**src/rtl/aroma_cmd_pkg.sv**
```systemverilog
// Shared command definitions for the aroma diffuser link.
// Holds the single-byte command codes decoded by the mode controller, the
// scent/timer menu indices, the default UART bit period, the encoders that
// turn a menu index into a command, and the serializer state encoding.
package aroma_cmd_pkg;

  localparam int DEFAULT_CLKS_PER_BIT = 104;  // 1 MHz / 9600 baud

  localparam logic [1:0] SCENT_COTTON = 2'd0;
  localparam logic [1:0] SCENT_WOODY  = 2'd1;
  localparam logic [1:0] SCENT_CITRUS = 2'd2;

  localparam logic [1:0] TIMER_30     = 2'd0;
  localparam logic [1:0] TIMER_60     = 2'd1;
  localparam logic [1:0] TIMER_120    = 2'd2;

  localparam logic [7:0] CMD_CITRUS    = 8'h01;
  localparam logic [7:0] CMD_COTTON    = 8'h02;
  localparam logic [7:0] CMD_WOODY     = 8'h03;
  localparam logic [7:0] CMD_PUMP_ON   = 8'h04;
  localparam logic [7:0] CMD_PUMP_OFF  = 8'h05;
  localparam logic [7:0] CMD_TIMER_30  = 8'h1E;
  localparam logic [7:0] CMD_TIMER_60  = 8'h3C;
  localparam logic [7:0] CMD_TIMER_120 = 8'h78;

  // Encoded command; vld is low for the invalid menu index 3.
  typedef struct packed {
    logic       vld;
    logic [7:0] code;
  } cmd_t;

  typedef enum logic [1:0] {
    TX_IDLE,
    TX_START,
    TX_DATA,
    TX_STOP
  } tx_state_e;

  function automatic cmd_t scent_cmd(input logic [1:0] idx);
    cmd_t c;
    c.vld  = 1'b1;
    c.code = 8'h00;
    case (idx)
      SCENT_COTTON: c.code = CMD_COTTON;
      SCENT_WOODY:  c.code = CMD_WOODY;
      SCENT_CITRUS: c.code = CMD_CITRUS;
      default:      c.vld  = 1'b0;
    endcase
    return c;
  endfunction

  function automatic cmd_t timer_cmd(input logic [1:0] idx);
    cmd_t c;
    c.vld  = 1'b1;
    c.code = 8'h00;
    case (idx)
      TIMER_30:  c.code = CMD_TIMER_30;
      TIMER_60:  c.code = CMD_TIMER_60;
      TIMER_120: c.code = CMD_TIMER_120;
      default:   c.vld  = 1'b0;
    endcase
    return c;
  endfunction

endpackage

```
**src/rtl/uart_tx_byte.sv**
```systemverilog
// 8N1 UART byte serializer.
// Ports:
//   clk, reset   system clock, synchronous active-high reset
//   start, data  load request and byte, accepted only in IDLE
//   tx           serial line, idles high
//   busy         high from the first START cycle through the last STOP cycle
//   done         one-cycle pulse on the last STOP cycle
// Every state lasts CLKS_PER_BIT cycles; data goes out LSB first.
// All outputs are registered, so they are computed one cycle ahead.
module uart_tx_byte
  import aroma_cmd_pkg::*;
#(
  parameter int CLKS_PER_BIT = DEFAULT_CLKS_PER_BIT
) (
  input  logic       clk,
  input  logic       reset,
  input  logic       start,
  input  logic [7:0] data,
  output logic       tx,
  output logic       busy,
  output logic       done
);

  localparam int BW = $clog2(CLKS_PER_BIT);
  localparam logic [BW-1:0] BAUD_LAST = BW'(CLKS_PER_BIT - 1);
  localparam logic [BW-1:0] BAUD_PEN  = BW'(CLKS_PER_BIT - 2);

  tx_state_e     state_q, state_d;
  logic [BW-1:0] baud_q, baud_d;
  logic [2:0]    bit_q, bit_d;
  logic [7:0]    shreg_q, shreg_d;
  logic          tx_q, tx_d;
  logic          busy_q, busy_d;
  logic          done_q, done_d;
  logic          baud_end;

  always_comb begin
    state_d  = state_q;
    baud_d   = baud_q;
    bit_d    = bit_q;
    shreg_d  = shreg_q;
    tx_d     = tx_q;
    busy_d   = busy_q;
    done_d   = 1'b0;
    baud_end = (baud_q == BAUD_LAST);
    case (state_q)
      TX_IDLE: begin
        baud_d = '0;
        tx_d   = 1'b1;
        busy_d = 1'b0;
        if (start) begin
          state_d = TX_START;
          shreg_d = data;
          tx_d    = 1'b0;
          busy_d  = 1'b1;
        end
      end
      TX_START: begin
        if (baud_end) begin
          baud_d  = '0;
          bit_d   = 3'd0;
          state_d = TX_DATA;
          tx_d    = shreg_q[0];
        end else begin
          baud_d = baud_q + 1'b1;
        end
      end
      TX_DATA: begin
        if (baud_end) begin
          baud_d = '0;
          if (bit_q == 3'd7) begin
            state_d = TX_STOP;
            tx_d    = 1'b1;
          end else begin
            // Shift out the bit just sent; the next one is at shreg_q[1].
            bit_d   = bit_q + 3'd1;
            shreg_d = shreg_q >> 1;
            tx_d    = shreg_q[1];
          end
        end else begin
          baud_d = baud_q + 1'b1;
        end
      end
      TX_STOP: begin
        // done is registered, so raise it while entering the last cycle.
        done_d = (baud_q == BAUD_PEN);
        if (baud_end) begin
          baud_d  = '0;
          state_d = TX_IDLE;
          busy_d  = 1'b0;
          tx_d    = 1'b1;
        end else begin
          baud_d = baud_q + 1'b1;
        end
      end
      default: begin
        state_d = TX_IDLE;
        tx_d    = 1'b1;
        busy_d  = 1'b0;
      end
    endcase
  end

  always_ff @(posedge clk) begin
    if (reset) begin
      state_q <= TX_IDLE;
      baud_q  <= '0;
      bit_q   <= 3'd0;
      shreg_q <= 8'h00;
      tx_q    <= 1'b1;
      busy_q  <= 1'b0;
      done_q  <= 1'b0;
    end else begin
      state_q <= state_d;
      baud_q  <= baud_d;
      bit_q   <= bit_d;
      shreg_q <= shreg_d;
      tx_q    <= tx_d;
      busy_q  <= busy_d;
      done_q  <= done_d;
    end
  end

  assign tx   = tx_q;
  assign busy = busy_q;
  assign done = done_q;

endmodule

```
**src/rtl/status_reporter.sv**
```systemverilog
// Reports menu and pump state changes to the Bluetooth/PC link as 8N1
// UART command bytes.
// Ports:
//   clk, reset                 system clock, synchronous active-high reset
//   scent_sel, timer_sel       current menu indices (3 = invalid, never sent)
//   pump_on_evt, pump_off_evt  one-cycle pump pulses (off wins if both)
//   report_all                 one-cycle request to re-send scent and timer
//   tx, tx_busy, tx_done       UART line and serializer status
// One pending flag per class coalesces bursts; the byte is encoded from the
// live input when it is loaded, so the latest value is always the one sent.
module status_reporter
  import aroma_cmd_pkg::*;
#(
  parameter int CLKS_PER_BIT = DEFAULT_CLKS_PER_BIT
) (
  input  logic       clk,
  input  logic       reset,
  input  logic [1:0] scent_sel,
  input  logic [1:0] timer_sel,
  input  logic       pump_on_evt,
  input  logic       pump_off_evt,
  input  logic       report_all,
  output logic       tx,
  output logic       tx_busy,
  output logic       tx_done
);

  logic [1:0] scent_prev_q, scent_prev_d;
  logic [1:0] timer_prev_q, timer_prev_d;
  logic       pend_scent_q, pend_scent_d;
  logic       pend_timer_q, pend_timer_d;
  logic       pend_pump_q, pend_pump_d;
  logic       pump_val_q, pump_val_d;

  logic       set_scent, set_timer, set_pump;
  logic       clr_scent, clr_timer, clr_pump;
  logic       start;
  logic [7:0] start_data;
  cmd_t       scent_c, timer_c;

  always_comb begin
    set_scent = (scent_sel != scent_prev_q) | report_all;
    set_timer = (timer_sel != timer_prev_q) | report_all;
    set_pump  = pump_on_evt | pump_off_evt;
    scent_c   = scent_cmd(scent_sel);
    timer_c   = timer_cmd(timer_sel);

    clr_scent  = 1'b0;
    clr_timer  = 1'b0;
    clr_pump   = 1'b0;
    start      = 1'b0;
    start_data = 8'h00;
    // Arbiter: pump > scent > timer. An invalid index clears its flag
    // without starting a frame.
    if (!tx_busy) begin
      if (pend_pump_q) begin
        clr_pump   = 1'b1;
        start      = 1'b1;
        start_data = pump_val_q ? CMD_PUMP_ON : CMD_PUMP_OFF;
      end else if (pend_scent_q) begin
        clr_scent  = 1'b1;
        start      = scent_c.vld;
        start_data = scent_c.code;
      end else if (pend_timer_q) begin
        clr_timer  = 1'b1;
        start      = timer_c.vld;
        start_data = timer_c.code;
      end
    end

    // A new event in the load cycle re-arms the flag it just cleared.
    pend_scent_d = (pend_scent_q & ~clr_scent) | set_scent;
    pend_timer_d = (pend_timer_q & ~clr_timer) | set_timer;
    pend_pump_d  = (pend_pump_q & ~clr_pump) | set_pump;

    pump_val_d = pump_val_q;
    if (pump_off_evt)     pump_val_d = 1'b0;
    else if (pump_on_evt) pump_val_d = 1'b1;

    scent_prev_d = scent_sel;
    timer_prev_d = timer_sel;
  end

  always_ff @(posedge clk) begin
    if (reset) begin
      scent_prev_q <= 2'd0;
      timer_prev_q <= 2'd0;
      pend_scent_q <= 1'b0;
      pend_timer_q <= 1'b0;
      pend_pump_q  <= 1'b0;
      pump_val_q   <= 1'b0;
    end else begin
      scent_prev_q <= scent_prev_d;
      timer_prev_q <= timer_prev_d;
      pend_scent_q <= pend_scent_d;
      pend_timer_q <= pend_timer_d;
      pend_pump_q  <= pend_pump_d;
      pump_val_q   <= pump_val_d;
    end
  end

  uart_tx_byte #(
    .CLKS_PER_BIT(CLKS_PER_BIT)
  ) u_tx (
    .clk  (clk),
    .reset(reset),
    .start(start),
    .data (start_data),
    .tx   (tx),
    .busy (tx_busy),
    .done (tx_done)
  );

endmodule

```
**config.mk**
```make
export PLATFORM = sky130hd
export DESIGN_NAME = status_reporter
export DESIGN_NICKNAME = d
export VERILOG_FILES = /design/src/rtl/aroma_cmd_pkg.sv /design/src/rtl/uart_tx_byte.sv /design/src/rtl/status_reporter.sv
export SDC_FILE = /design/constraint.sdc
export NUM_CORES = 1
export LEC_CHECK = 0
export CAP_MARGIN = 20
export CORE_ASPECT_RATIO = 0.8
export CORE_UTILIZATION = 24
export CTS_CLUSTER_SIZE = 8
export DETAILED_ROUTE_END_ITERATION = 10
export GPL_TIMING_DRIVEN = 0
export PLACE_DENSITY_LB_ADDON = 0.1
export SLEW_MARGIN = 20
export SYNTH_ARGS = -nofsm -noshare
export SYNTH_HDL_FRONTEND = slang
export SYNTH_SLANG_ARGS = --single-unit
```
**constraint.sdc**
```tcl
create_clock -name clk -period 3.9 [get_ports clk]
set_clock_uncertainty 0.1 [all_clocks]
set_input_delay 0.39 -clock clk [delete_from_list [all_inputs] [get_ports clk]]
set_output_delay 0.39 -clock clk [all_outputs]
set_load 0.02 [all_outputs]
```
==> impl.org, run 1 <==
** Status
- Status :: complete, no violations

** Critical path
- Worst flop-to-flop path startpoint :: u_tx.state_q[0]
- Data required time at the worst endpoint :: 3.98 ns
- The worst setup path is launched from an input port.
- The setup path with the least slack is of type input port to flip-flop.
- Startpoint of the worst setup timing path :: timer_sel[0]
- STA classifies the critical path endpoint as a flip-flop.
- Crit path DAT :: 2.46 ns
- In this run the worst path has a maximum fanout of 7.

** Drt
- In the final routed layout, each cell accounts on average for 13.3 um.
- The final layout contains routed wiring with a total length of 3680 um.
- Residual DRC :: 0
- Vias :: 1282
- The detail route stage leaves a number of antenna-violating nets equal to 0.
- Drt pass-1 iters :: 4
- Using the TritonRoute via totals, the vias-per-cell ratio works out to 4.64.
- Count of routing violations after the opening detailed-route iteration :: 57

** Global route
- The number of antenna violations at the first check in global routing was 0.
- The via count of the first global-routing pass is 1259.
- The first global-routing pass estimated 5860 um of wire.
- Entering global routing, the biggest net connects 11 pins.
- GRT Resource Usage Total :: 11.5%
- Overflow left after global routing :: 0

** Power
- Design internal power :: 683 uW
- Worst-case vdd ir drop :: 0.204 mV
- Flop pwr share :: 35.7%
- Net switching power of the design :: 426 uW
- Switching share of total power :: 38.4%
- Power Density :: 597 mW/mm^2
- Summed over all cells, the static leakage comes to 0.728 nW.
- Combinational logic is responsible for 41.0% of the overall power.
- Clk network pwr share :: 23.3%

** Synthesis
- The average instance in the mapped netlist occupies 8.84 um^2.
- Synth warnings :: 0
- Post-synth net total :: 200
- The synthesized netlist contains 44 unique library cells.
- Synth Instances :: 176
- In this run the cell area of the synthesized design comes to 0.00156 mm^2.
- Counting flops and latches in the post-synthesis netlist gives 30.
- Seq/Total Area, Yosys :: 38.6%

** Timing
- Period utilization :: 60.9%
- Number of hold violations in the final report :: 0
- Setup violations remaining at the end of the flow were counted as 0.
- Least-Margin Pin Slew :: 0.623 ns
- Setup repair after global routing missed its margin :: false
- Subtracting the final worst setup slack from the clock period gives 2.37 ns.
- Relative slew slack :: 58.3%
- Number of pins with negative max-slew slack in the final report :: 0
- Derived from the worst setup path, the maximum achievable clock frequency is 421 MHz.
- After routing, the total negative slack on setup checks comes to 0 ns.

** Flow run
- Across the run, the number of max-cap violations was 0.

** Finish
- Most frequent standard cell in the layout excluding fill and tap cells :: sky130_fd_sc_hd__dfxtp_1
- Of the cells placed in the final design, the portion with a size suffix greater than 1 is 7.69%.
- Area grow syn2layout :: 19.5%
- Most frequent cells in the layout :: 30 x sky130_fd_sc_hd__dfxtp_1, 20 x sky130_fd_sc_hd__nor2_1, 15 x sky130_fd_sc_hd__ha_1
- After the last flow step, the layout net total stands at 218.
- 0 antenna diodes ended up in the layout.
- Finished layout cell area :: 0.00186 mm^2
- Final-layout fill cell count :: 652

** Die
- In this run the count of I/O pins placed on the die edge is 12.
- The die covers 0.00681 mm^2.
- Vertical die dimension :: 74 um
- Row generation in the floorplan step produced 25 rows.
- Measured along the x axis, the die boundary spans 92 um.
- Once the floorplan was initialized, standard cells occupied 25.6% of the core.
- Area of the core :: 0.00607 mm^2

** Placement
- The congestion estimate from routability-driven global placement came to 0.738.
- Number of port buffers :: 11
- Instance area at placement :: 0.00177 mm^2
- The HPWL after detailed placement is 2820 um.

** CTS
- The cell sitting at the root of the clock tree is a sky130_fd_sc_hd__clkbuf_8.
- TritonCTS created 5 clock buffers.
- Worst-case clock buffer depth :: 2
- After clock tree synthesis, the clock-pin slew on the worst setup and hold paths is 0.06 ns.
- TritonCTS Sinks :: 30
- CTS tree :: yes
- In this run the post-CTS setup repair buffer count came out at 0.
- After clock tree synthesis, the repair step resized 0 gates.
- H-tree Lvls :: 2
- The clock reaches the later pin of the worst-skew pair after 0.28 ns.
- Buffers inserted to repair hold after CTS numbered 0.

** Hold path
- HP Start :: u_tx.bit_q[1]
- The tightest min-delay check is of the flip-flop to flip-flop type.
power by group through the flow:
stage / registers (mW) / logic [mW] / clock network, mW
after floorplan: 0.403 / 0.323 / 0
final: 0.396 / 0.455 / 0.258
after detailed placement: 0.403 / 0.452 / 0
after global placement: 0.401 / 0.444 / 0
after CTS: 0.397 / 0.454 / 0.268
after global routing: 0.402 / 0.507 / 0.280
cells by family (layout without fill, tap and decap cells):
logic type	after synthesis	in the layout	synth area share [%]
xor gates and xnor gates	9	9	5.07
buffers and inverters	17	36	4.83
and+or+nand+nor	63	63	20.7
DFF	30	30	38.6
adders and majority gates	15	15	12.1
muxes	1	1	0.644
AOI/OAI and AO/OA	41	41	18.1
layout make-up:
type | count | area (um^2) | share of cell area [%]
plain buffers | 5 | 30.0 | 1.62
clock buffers | 7 | 86.3 | 4.65
clock inverters | 1 | 5.00 | 0.269
inverters | 12 | 45.0 | 2.42
multi-input cells | 129 | 880 | 47.3
flip-flops and latches | 30 | 601 | 32.3
well taps | 81 | 101 | 5.45
repair buffers | 11 | 110 | 5.93
synthesized netlist by cell type:
cell / count / area, um^2
sky130_fd_sc_hd__and4_1: 1 / 8.76
sky130_fd_sc_hd__or4b_1: 1 / 10.0
sky130_fd_sc_hd__nor3_1: 8 / 40.0
sky130_fd_sc_hd__nand2_1: 13 / 48.8
sky130_fd_sc_hd__clkbuf_1: 2 / 7.51
sky130_fd_sc_hd__a21oi_1: 13 / 65.1
sky130_fd_sc_hd__o21a_1: 1 / 7.51
sky130_fd_sc_hd__xnor2_1: 4 / 35.0
sky130_fd_sc_hd__a31oi_1: 3 / 18.8
sky130_fd_sc_hd__o31a_1: 1 / 8.76
sky130_fd_sc_hd__or3b_1: 1 / 8.76
sky130_fd_sc_hd__nand4_1: 2 / 12.5
sky130_fd_sc_hd__o2111ai_1: 1 / 8.76
sky130_fd_sc_hd__inv_1: 12 / 45.0
sky130_fd_sc_hd__nand3_1: 3 / 15.0
sky130_fd_sc_hd__or4_1: 1 / 7.51
sky130_fd_sc_hd__mux2i_1: 1 / 10.0
sky130_fd_sc_hd__a221oi_1: 1 / 8.76
sky130_fd_sc_hd__or2_2: 3 / 18.8
sky130_fd_sc_hd__nor2b_1: 1 / 6.26
sky130_fd_sc_hd__o211ai_1: 1 / 7.51
sky130_fd_sc_hd__a311o_2: 1 / 11.3
sky130_fd_sc_hd__o31ai_1: 1 / 7.51
sky130_fd_sc_hd__a211oi_1: 3 / 22.5
sky130_fd_sc_hd__nor2_1: 20 / 75.1
sky130_fd_sc_hd__nor3b_1: 1 / 7.51
sky130_fd_sc_hd__buf_4: 3 / 22.5
sky130_fd_sc_hd__and2b_1: 1 / 7.51
sky130_fd_sc_hd__a32o_1: 1 / 10.0
sky130_fd_sc_hd__and2b_2: 1 / 8.76
sky130_fd_sc_hd__a32oi_1: 1 / 8.76
sky130_fd_sc_hd__nand3b_1: 1 / 7.51
sky130_fd_sc_hd__or2b_1: 1 / 7.51
sky130_fd_sc_hd__and2_1: 3 / 18.8
sky130_fd_sc_hd__a31o_1: 1 / 8.76
sky130_fd_sc_hd__o21ai_0: 5 / 25.0
sky130_fd_sc_hd__a2bb2oi_1: 1 / 8.76
sky130_fd_sc_hd__a2111oi_0: 2 / 17.5
sky130_fd_sc_hd__and4bb_1: 1 / 12.5
sky130_fd_sc_hd__a221o_1: 1 / 10.0
sky130_fd_sc_hd__dfxtp_1: 30 / 601
sky130_fd_sc_hd__a311oi_1: 3 / 26.3
sky130_fd_sc_hd__ha_1: 15 / 188
sky130_fd_sc_hd__xor2_1: 5 / 43.8
flip-flops by register name, indices dropped and copies added, names as in the netlist:
name	count
pump_val_q	1
timer_prev_q	2
u_tx.state_q	2
u_tx.baud_q	7
u_tx.bit_q	3
u_tx.done	1
u_tx.busy	1
u_tx.shreg_q	7
u_tx.tx	1
pend_timer_q	1
pend_pump_q	1
scent_prev_q	2
pend_scent_q	1
stage by stage:
stage | hold slack [ns] | worst slack, ns | util, % | cells | power [mW]
after global placement | 0.337 | 1.27 | 29.1 | 268 | 0.845
after floorplan | 0.330 | 1.96 | - | 176 | 0.726
after detailed placement | 0.350 | 1.27 | 29.1 | 268 | 0.855
after CTS | 0.358 | 1.53 | 30.6 | 276 | 1.12
final | 0.359 | 1.53 | 30.6 | 276 | 1.11
after global routing | 0.379 | 1.39 | 30.6 | 276 | 1.19
path summary, 6_finish.rpt:
kind / end / slack, ns / depth (start not counted)
max: u_tx.shreg_q[2] / 1.53 / 6
min: u_tx.bit_q[1] / 0.36 / 2
max reg2reg: u_tx.shreg_q[2] / 1.80 / 6
min reg2reg: u_tx.bit_q[1] / 0.36 / 2
worst max-delay path, stage by stage:
cell and delay (ns):
sky130_fd_sc_hd__clkdlybuf4s50_1 0.49, sky130_fd_sc_hd__ha_1 0.25, sky130_fd_sc_hd__or3b_1 0.42, sky130_fd_sc_hd__a31oi_1 0.49, sky130_fd_sc_hd__a21oi_1 0.14, sky130_fd_sc_hd__a311oi_1 0.28
routing by layer:
| metal | wire length, um | global-route usage, % | share of wire, % |
|---|---|---|---|
| met2 | 1490 | 16.7 | 41 |
| met1 | 2000 | 15.8 | 54 |
| met5 | 0 | 0 | 0 |
| met4 | 66 | 5.73 | 1.8 |
| met3 | 124 | 3.17 | 3.4 |
Power figures use the tool's default switching activity.
==> run 2: changes to the inputs <==
==> constraint.sdc (replaced) <==
create_clock -name clk -period 2.5 [get_ports clk]
set_clock_uncertainty 0.1 [all_clocks]
set_input_delay 0.25 -clock clk [delete_from_list [all_inputs] [get_ports clk]]
set_output_delay 0.25 -clock clk [all_outputs]
set_load 0.02 [all_outputs]
==> results of run 2 <==
The final DEF is identical to that of run 1. Status: complete, no violations.
Among the figures that moved: setup slack after placement 1.27 ns -> 0.00665 ns; setup slack after layout 1.53 ns -> 0.265 ns; register-to-register setup slack 1.80 ns -> 0.40 ns; total power 1.11 mW -> 1.73 mW; worst IR drop on VDD 0.204 mV -> 0.318 mV
